### config.mk
export PLATFORM = sky130hd
export DESIGN_NAME = cache_axi_bridge
export DESIGN_NICKNAME = d
export VERILOG_FILES = /design/src/rtl/cache_axi_bridge_pkg.sv /design/src/rtl/axi_wstrb_gen.sv /design/src/rtl/cache_axi_bridge.sv
export SDC_FILE = /design/constraint.sdc
export NUM_CORES = 2
export LEC_CHECK = 0
export BUFFER_PORTS_ARGS = -buffer_cell sky130_fd_sc_hd__buf_2
export CAP_MARGIN = 20
export CORE_AREA = 8 8 549 551
export CTS_BUF_LIST = sky130_fd_sc_hd__clkbuf_8
export CTS_CLUSTER_SIZE = 10
export DETAILED_ROUTE_END_ITERATION = 8
export DIE_AREA = 0 0 557 559
export PLACE_DENSITY = 0.4
export SYNTH_ARGS = -nofsm -noshare
export SYNTH_HDL_FRONTEND = slang
export SYNTH_SLANG_ARGS = --single-unit
### constraint.sdc
create_clock -name clk -period 5.81 [get_ports clk]
set_input_delay 1.743 -clock clk [delete_from_list [all_inputs] [get_ports clk]]
set_output_delay 1.743 -clock clk [all_outputs]
set_load 0.005 [all_outputs]
### src/rtl/cache_axi_bridge_pkg.sv
// Shared request codes, AXI constants and bridge FSM states.
package cache_axi_bridge_pkg;

  localparam logic       REQ_READ       = 1'b0;
  localparam logic       REQ_WRITE      = 1'b1;
  localparam logic [1:0] AXI_BURST_INCR = 2'b01;
  localparam logic [1:0] AXI_RESP_OKAY  = 2'b00;

  typedef enum logic [2:0] {
    ST_IDLE    = 3'd0,
    ST_RD_ADDR = 3'd1,
    ST_RD_DATA = 3'd2,
    ST_WR      = 3'd3,
    ST_WR_RESP = 3'd4,
    ST_DONE    = 3'd5
  } state_e;

endpackage

### src/rtl/axi_wstrb_gen.sv
// Byte-lane write strobe from AXI size code and start-address byte offset.
// Full-width beats enable every lane; narrower beats place a size-wide mask at the offset.
module axi_wstrb_gen #(
  parameter int STRB_W = 8
) (
  input  logic [1:0]        size_i,
  input  logic [2:0]        addr_i,
  output logic [STRB_W-1:0] strb_o
);

  logic [STRB_W-1:0] base;

  always_comb begin
    base = '0;
    case (size_i)
      2'd0:    base = STRB_W'(8'h01);
      2'd1:    base = STRB_W'(8'h03);
      2'd2:    base = STRB_W'(8'h0F);
      default: base = '1;
    endcase
    strb_o = (size_i == 2'd3) ? '1 : (base << addr_i);
  end

endmodule

### src/rtl/cache_axi_bridge.sv
// Turns one cache line request into a single AXI4 INCR burst and returns the line.
// One transaction in flight; completion is a one-cycle ready pulse carrying rdata/err.
module cache_axi_bridge
  import cache_axi_bridge_pkg::*;
#(
  parameter int DATA_W = 64,
  parameter int LINE_W = 512,
  parameter int ID     = 0
) (
  input  logic                clk,
  input  logic                rst,
  input  logic                i_cache_rw_axi_valid,
  input  logic                i_cache_rw_axi_op,
  input  logic [LINE_W-1:0]   i_cache_rw_axi_wdata,
  input  logic [63:0]         i_cache_rw_axi_addr,
  input  logic [1:0]          i_cache_rw_axi_size,
  input  logic [7:0]          i_cache_rw_axi_blks,
  output logic                o_cache_rw_axi_ready,
  output logic [LINE_W-1:0]   o_cache_rw_axi_rdata,
  output logic                o_cache_rw_axi_err,
  output logic                o_axi_aw_valid,
  output logic [63:0]         o_axi_aw_addr,
  output logic [7:0]          o_axi_aw_len,
  output logic [2:0]          o_axi_aw_size,
  output logic [1:0]          o_axi_aw_burst,
  output logic [3:0]          o_axi_aw_id,
  input  logic                i_axi_aw_ready,
  output logic                o_axi_w_valid,
  output logic [DATA_W-1:0]   o_axi_w_data,
  output logic [DATA_W/8-1:0] o_axi_w_strb,
  output logic                o_axi_w_last,
  input  logic                i_axi_w_ready,
  input  logic                i_axi_b_valid,
  input  logic [1:0]          i_axi_b_resp,
  output logic                o_axi_b_ready,
  output logic                o_axi_ar_valid,
  output logic [63:0]         o_axi_ar_addr,
  output logic [7:0]          o_axi_ar_len,
  output logic [2:0]          o_axi_ar_size,
  output logic [1:0]          o_axi_ar_burst,
  output logic [3:0]          o_axi_ar_id,
  input  logic                i_axi_ar_ready,
  input  logic                i_axi_r_valid,
  input  logic [DATA_W-1:0]   i_axi_r_data,
  input  logic [1:0]          i_axi_r_resp,
  input  logic                i_axi_r_last,
  output logic                o_axi_r_ready
);

  localparam int NBEATS = LINE_W / DATA_W;
  localparam int LANE_W = $clog2(NBEATS);

  state_e              state_q, state_d;
  logic                op_q, op_d;
  logic [63:0]         addr_q, addr_d;
  logic [1:0]          size_q, size_d;
  logic [7:0]          blks_q, blks_d;
  logic [LINE_W-1:0]   wdata_q, wdata_d;
  logic [LINE_W-1:0]   rdata_q, rdata_d;
  logic                err_q, err_d;
  logic [8:0]          beat_q, beat_d;
  logic                aw_done_q, aw_done_d;
  logic                w_done_q, w_done_d;

  logic [LANE_W-1:0]   lane;
  logic                lane_ok;
  logic                beat_in_burst;

  // beat_q saturates at blks+1 on reads, so 9 bits never wraps even for illegal blks.
  assign lane          = beat_q[LANE_W-1:0];
  assign lane_ok       = (beat_q < 9'(NBEATS));
  assign beat_in_burst = (beat_q <= {1'b0, blks_q});

  assign o_axi_aw_addr  = addr_q;
  assign o_axi_aw_len   = blks_q;
  assign o_axi_aw_size  = {1'b0, size_q};
  assign o_axi_aw_burst = AXI_BURST_INCR;
  assign o_axi_aw_id    = 4'(ID);
  assign o_axi_ar_addr  = addr_q;
  assign o_axi_ar_len   = blks_q;
  assign o_axi_ar_size  = {1'b0, size_q};
  assign o_axi_ar_burst = AXI_BURST_INCR;
  assign o_axi_ar_id    = 4'(ID);

  assign o_axi_w_data = lane_ok ? wdata_q[lane*DATA_W +: DATA_W] : '0;
  assign o_axi_w_last = (beat_q == {1'b0, blks_q});

  assign o_cache_rw_axi_rdata = rdata_q;
  assign o_cache_rw_axi_err   = err_q;

  axi_wstrb_gen #(
    .STRB_W (DATA_W/8)
  ) u_wstrb (
    .size_i (size_q),
    .addr_i (addr_q[2:0]),
    .strb_o (o_axi_w_strb)
  );

  always_comb begin
    state_d   = state_q;
    op_d      = op_q;
    addr_d    = addr_q;
    size_d    = size_q;
    blks_d    = blks_q;
    wdata_d   = wdata_q;
    rdata_d   = rdata_q;
    err_d     = err_q;
    beat_d    = beat_q;
    aw_done_d = aw_done_q;
    w_done_d  = w_done_q;

    o_axi_aw_valid       = 1'b0;
    o_axi_w_valid        = 1'b0;
    o_axi_b_ready        = 1'b0;
    o_axi_ar_valid       = 1'b0;
    o_axi_r_ready        = 1'b0;
    o_cache_rw_axi_ready = 1'b0;

    case (state_q)
      ST_IDLE: begin
        if (i_cache_rw_axi_valid) begin
          op_d      = i_cache_rw_axi_op;
          addr_d    = i_cache_rw_axi_addr;
          size_d    = i_cache_rw_axi_size;
          blks_d    = i_cache_rw_axi_blks;
          wdata_d   = i_cache_rw_axi_wdata;
          rdata_d   = '0;
          err_d     = 1'b0;
          beat_d    = '0;
          aw_done_d = 1'b0;
          w_done_d  = 1'b0;
          state_d   = (i_cache_rw_axi_op == REQ_WRITE) ? ST_WR : ST_RD_ADDR;
        end
      end

      ST_RD_ADDR: begin
        o_axi_ar_valid = 1'b1;
        if (i_axi_ar_ready) state_d = ST_RD_DATA;
      end

      ST_RD_DATA: begin
        o_axi_r_ready = 1'b1;
        if (i_axi_r_valid) begin
          // Surplus beats past blks+1 are consumed but never stored.
          if (beat_in_burst) begin
            if (lane_ok) rdata_d[lane*DATA_W +: DATA_W] = i_axi_r_data;
            beat_d = beat_q + 9'd1;
          end
          if (i_axi_r_resp != AXI_RESP_OKAY) err_d = 1'b1;
          if (i_axi_r_last) state_d = ST_DONE;
        end
      end

      ST_WR: begin
        o_axi_aw_valid = !aw_done_q;
        o_axi_w_valid  = !w_done_q;
        if (o_axi_aw_valid && i_axi_aw_ready) aw_done_d = 1'b1;
        if (o_axi_w_valid && i_axi_w_ready) begin
          if (o_axi_w_last) w_done_d = 1'b1;
          else              beat_d   = beat_q + 9'd1;
        end
        if (aw_done_d && w_done_d) state_d = ST_WR_RESP;
      end

      ST_WR_RESP: begin
        o_axi_b_ready = 1'b1;
        if (i_axi_b_valid) begin
          if (i_axi_b_resp != AXI_RESP_OKAY) err_d = 1'b1;
          state_d = ST_DONE;
        end
      end

      ST_DONE: begin
        o_cache_rw_axi_ready = 1'b1;
        state_d              = ST_IDLE;
      end

      default: state_d = ST_IDLE;
    endcase
  end

  always_ff @(posedge clk or negedge rst) begin
    if (!rst) begin
      state_q   <= ST_IDLE;
      op_q      <= REQ_READ;
      addr_q    <= '0;
      size_q    <= '0;
      blks_q    <= '0;
      wdata_q   <= '0;
      rdata_q   <= '0;
      err_q     <= 1'b0;
      beat_q    <= '0;
      aw_done_q <= 1'b0;
      w_done_q  <= 1'b0;
    end else begin
      state_q   <= state_d;
      op_q      <= op_d;
      addr_q    <= addr_d;
      size_q    <= size_d;
      blks_q    <= blks_d;
      wdata_q   <= wdata_d;
      rdata_q   <= rdata_d;
      err_q     <= err_d;
      beat_q    <= beat_d;
      aw_done_q <= aw_done_d;
      w_done_q  <= w_done_d;
    end
  end

endmodule

# ---- Yosys cells after proc, flatten, opt, wreduce, memory -nomap -nowiden
# Index checks and enable logic that the tools add are counted.
dict set report totals {
  regBits 1113
  out_inout_bits 754
  word_cells 100
}
dict set report op_classes {
  add_sub_neg 2
  n_lt_le_gt_ge 2
  n_eq_ne 21
  shifts 4
  n_mux 42
  reduce_logical 19
}
# op count
set op_table {}
lappend op_table {{$mux 512} 4}
lappend op_table {{$pmux 512 s2} 1}
lappend op_table {{$bwmux 512} 1}
lappend op_table {{$shift 64x34->512 const A} 1}
lappend op_table {{$shiftx 512x10->64} 1}
lappend op_table {{$shiftx 64x34->512} 1}
lappend op_table {{$mux 64} 1}
lappend op_table {{$mux 9} 5}
lappend op_table {{$neg 9->34} 1}
lappend op_table {{$pmux 9 s3} 1}
lappend op_table {{$ne 2x2->1 const B} 12}
lappend op_table {{$pmux 8 s3} 1}
lappend op_table {{$mux 3} 6}
lappend op_table {{$reduce_and 6->1} 3}
lappend op_table {{$mux 1} 16}
lappend op_table {{$pmux 3 s5} 1}
lappend op_table {{$add 9x1->9 const B} 1}
lappend op_table {{$eq 9x8->1} 1}
lappend op_table {{$le 9x8->1} 1}
lappend op_table {{$lt 9x4->1 const B} 1}
lappend op_table {{$mux 8} 1}
lappend op_table {{$reduce_bool 2->1} 4}
lappend op_table {{$shl 8x3->8} 1}
lappend op_table {{$eq 3x2->1 const B} 2}
lappend op_table {{other kinds (14)} 22}

# ---- Logic depth before layout (Yosys ltp)
dict set report logic_depth {
  ltp_word 7
  depth_mapped 11
}

# ---- Modules after synthesis
# A second synthesis with hierarchy kept.
dict set report hier_totals {
  cells_unflattened 3149
  area_unflattened_um2 45902.8
}
# mod instances cells_each area_per_inst_um2 seq_area_each_um2
set by_module_without_submodules {}
lappend by_module_without_submodules {cache_axi_bridge 1 3114 45702.6 27851.7}
lappend by_module_without_submodules {axi_wstrb_gen 1 35 200.2 0.0}

# ---- Worst setup path after synthesis
# OpenSTA, ideal clock, no wires.
dict set report synth_timing {
  path_kind {register to output}
  start {register beat_q[0]}
  end {output o_axi_w_data[55]}
  arrival_time_ns 1.991
  slack_ns 2.076
  path_stages_with_launch 7
  cell_sequence {dfrtp_1 -> clkbuf_1 -> clkbuf_1 -> buf_1 -> mux4_2 -> nand2_1 -> a21oi_1}
}
dict set report synth_between {
  elab_chain_cells 2
  word_cells_on_any_way 3
  classes_between {order compare (1); shift (1); mux (1)}
}
# item line
set synth_lines {}
lappend synth_lines {{from (decl)} cache_axi_bridge.sv:61} ;# logic [8:0] beat_q, beat_d;
lappend synth_lines {{from (signal assigned)} cache_axi_bridge.sv:204} ;# beat_q <= beat_d;
lappend synth_lines {{$shiftx 512x10->64 or $lt 9x4->1 (tied branches)} {cache_axi_bridge.sv:85, cache_axi_bridge.sv:71}}
lappend synth_lines {{$mux 64 *} cache_axi_bridge.sv:85} ;# assign o_axi_w_data = lane_ok ? wdata_q[lane*DATA_W +: DATA_W] : '0;
lappend synth_lines {{to (decl)} cache_axi_bridge.sv:29} ;# output logic [DATA_W-1:0] o_axi_w_data,
# Every way passes the cells marked *; elsewhere a longest branch is shown, timed or not.

# ---- Worst setup path after layout
dict set report layout_timing {
  start {register beat_q[4]}
  end {output o_axi_w_data[58]}
}
dict set report layout_between {
  elab_chain_cells 2
}
# item line
set layout_lines {}
lappend layout_lines {{$lt 9x4->1} cache_axi_bridge.sv:71} ;# assign lane_ok = (beat_q < 9'(NBEATS));
lappend layout_lines {{$mux 64} cache_axi_bridge.sv:85}
# Every way passes these cells.

==> summary.md <==
| Metric | Value |
|---|---|
| Status | finished, final reports clean |
| Starting Density | 15.80% |
| Setup Crit Path Kind | reg2out |
| Worst Clk Skew | 0.07210 ns |
| YS warnings | 0 |
| Max-slew violations | 0 |
| Largest net degree at the start of global routing | 162 |
| CP max-delay cell | nand3_4 |
| Max-slew headroom | 30.01% |
| Hold_buf cts | 0 |
| Synth-to-Final Area Change | 33.16% |
| Pwr Density | 478.9 nW/µm² |
| Fraction of layout instances using a drive strength above 1 | 34.12% |
| Startpoint types | flip-flop |
| Design Power | 29,470 µW |
| Hold path endpoint | wdata_q[468] |
| Final setup TNS | 0 ns |
| EDFF count, synth | 0 |
| First-pass GRT wire length | 343.9 mm |
| IO buf count | 1,403 |
| GRT overflow | 0 |
| Yosys reg bits | 1,113 |
| Crit-path max cell delay | 0.54 ns |
| Synth Area per Inst | 10.63 µm² |
| Worst Tran Pin Value | 1.050 ns |
| Vias in the first global route | 41.33k |
| Initial drt markers | 2,780 |
| DRC viols | 0 |
| Min-Delay Path Class | reg2reg |
| Initial antenna violation count | 34 |
| RSZ-0062 raised after global routing | false |
| Final setup viols | 0 |
| Core Region | 292,600 µm² |
| Die width | 557 µm |
| Reg2reg start | beat_q[1] |
| Worst Path Max Fanout | 35 |
| Worst Path Required | 4.07 ns |
| Most frequent CP cell | buf_6 |
| Hold Startpoint | wdata_q[468] |
| Critical Path, Cell by Cell | nor2_1, nand3_4, buf_6, a21oi_1, buf_6, buf_2 |
| Syn Std Cell Area | 46,220 µm² |
| Clock net sink count | 1,113 |
| Async SR Flop Fraction | 100.0% |
| Crit. Startpoint | beat_q[4] |
| Highest Clock Rate | 186.8 MHz |
| Clock insertion delay at the later pin of the skew report | 0.95 ns |
| Die area | 311,400 µm² |
| Avg WL per Cell | 25.94 µm |
| Setup slack, reg-to-reg | 1.65 ns |
| Sequential fraction of the synthesis area | 60.25% |
| MaxCap Viol Count | 0 |
| Clk buf depth | 4 |
| Top_reg_cell synth | dfrtp_1 |
| CTS tree | yes |
| Io pins | 1,418 |
| Hold Crit Depth | 2 |
| Final Net Count | 6,314 |
| CTS resizes | 5 |
| Vias | 39.04k |
| Mapped Cells | 4,349 |
| TritonCTS buffer count | 212 |
| Worst VDD drop | 0.3130 mV |
| GRT Resource Usage Total | 15.44% |
| Post-DRT Antenna Nets | 0 |
| Final Cycle Share | 92.16% |
| Detailed Route WL | 252.1 mm |
| H-tree depth | 4 |
| Vias/cell | 4.017 |
| Detail Placement HPWL | 193.7 mm |
| Crit path DAT | 3.61 ns |
| Leakage power | 0.03259 µW |
| Final GP Congestion | 0.8337 |
| Total setup buffers inserted after CTS | 0 |
| Clock Pin Slew Worst Setup and Hold Paths | 0.06 ns |
| Clock Root Buffer | clkbuf_8 |
| Min Tclk post-route | 5.355 ns |
| Die Span Y | 559 µm |
| Netlist cell types | 58 |
| Crit. End Element | output port |
| FF-to-FF End | o_cache_rw_axi_rdata[365] |
| Final Hold Fails | 0 |
| R2R depth | 10 |
| Drt pass-1 iters | 5 |
| Cell Rows | 199 |
[area by class of cell]
class | count | area [µm²]
Clock buffer | 270 | 3716
Antenna cell | 21 | 52.55
Tap cell | 3919 | 4903
Fill cell | 32330 | 231000
Multi-Input combinational cell | 2786 | 16270
Sequential cell | 1113 | 27860
Inverter | 18 | 70.07
Clock inverter | 88 | 580.6
Timing Repair Buffer | 1505 | 8093
[power breakdown]
part / total, µW / leakage (µW) / internal (µW) / switching, µW
clock network: 8010 / 0.00244 / 4380 / 3630
logic: 10300 / 0.0154 / 3550 / 6710
registers: 11200 / 0.0147 / 9710 / 1490
total: 29500 / 0.0326 / 17600 / 11800
[registers in the layout (all words and copies together) (netlist names)]
name / flops
aw_done_q: 1
beat_q: 9
o_axi_ar_addr: 64
o_axi_ar_len: 8
o_cache_rw_axi_err: 1
o_cache_rw_axi_rdata: 512
size_q: 2
state_q: 3
w_done_q: 1
wdata_q: 512
[cell usage after synthesis (all sizes together) (6+ instances only)]
| cell type | n | area share [%] |
|---|---|---|
| nand2 | 1889 | 15 |
| dfrtp | 1113 | 60 |
| a22o | 512 | 9.7 |
| buf | 249 | 3.2 |
| clkbuf | 195 | 1.6 |
| mux4 | 128 | 6.2 |
| a21oi | 80 | 0.87 |
| nor2 | 24 | 0.19 |
| o21ai | 23 | 0.29 |
| inv | 18 | 0.15 |
| ha | 14 | 0.38 |
| nor3 | 11 | 0.19 |
| and3 | 10 | 0.14 |
| nand3 | 9 | 0.12 |
| nand2b | 6 | 0.081 |
[metrics by stage]
step | cells | hold WS, ns | worst slack [ns] | utilization [%] | cell area, µm²
2_1_floorplan | 4361 | 0.4403 | 2.076 | - | 46270
3_3_place_gp | 9340 | 0.4527 | 0.3969 | 19.54 | 57160
3_5_place_dp | 9341 | 0.4573 | 0.8570 | 19.54 | 57180
4_1_cts | 9699 | 0.4705 | 0.1143 | 21.02 | 61500
5_1_grt | 9718 | 0.4825 | 0.1660 | 21.04 | 61550
6_report | 9720 | 0.4691 | 0.4555 | 21.04 | 61550
[cells by family after synthesis]
kind of cell,count (synthesis),share of synthesized area (%)
simple gates,1978,16.65
compound gates,647,11.41
flops,1113,60.25
other cells,2,0.01625
fa+ha+maj,14,0.3790
buf+inv,462,4.945
mux,131,6.304
xor+xnor,2,0.03790
[worst max path at each step]
stage / end / depth (start not counted) / slack [ns]
6_report: o_axi_w_data[58] / 6 / 0.46
5_1_grt: o_axi_w_data[58] / 6 / 0.17
3_5_place_dp: o_axi_w_data[36] / 5 / 0.86
4_1_cts: o_axi_w_data[29] / 5 / 0.11
3_3_place_gp: o_axi_w_data[59] / 5 / 0.40
2_1_floorplan: o_axi_w_data[55] / 6 / 2.08
[worst max-delay path: cells and delay by family (launching register included)]
kind	cells	cell delay, ns
AO/OA/AOI/OAI	1	0.43
buffers and inverters	3	0.85
AND/OR/NAND/NOR	2	0.80
flip-flops	1	0.44
[routing by layer]
metal / part of all wire [%] / vias to the layer above / GRT usage (%)
met5: 0.050 / - / 0
met4: 3.1 / 20 / 4.870
met3: 8.1 / 316 / 4.700
met2: 48 / 1647 / 26.20
met1: 40 / 19920 / 18.68
li1: - / 17130 / -
[layout by cell type (no fill, tap or decap), types with 3 or more instances in the layout]
cell type and count:
nand2_1 1888, buf_2 1402, dfrtp_1 1110, a22o_1 512, clkbuf_8 270, mux4_2 128
buf_4 77, a21oi_1 76, inv_1 75, nor2_1 23, buf_12 23, diode_2 21
o21ai_0 18, ha_1 14, conb_1 14, clkinv_2 13, and3_1 10, nand3_1 7
nand2b_1 6, nor3_1 6, o21ai_4 5, inv_12 5, bufinv_16 5, nand4_1 4
o22ai_1 4, nor3_4 3, o211ai_1 3, o31ai_1 3, a21oi_2 3, a211o_1 3
nor4_4 3, nand3b_1 3, dfrtp_4 3, inv_8 3
(Power assumes the default switching activity.)
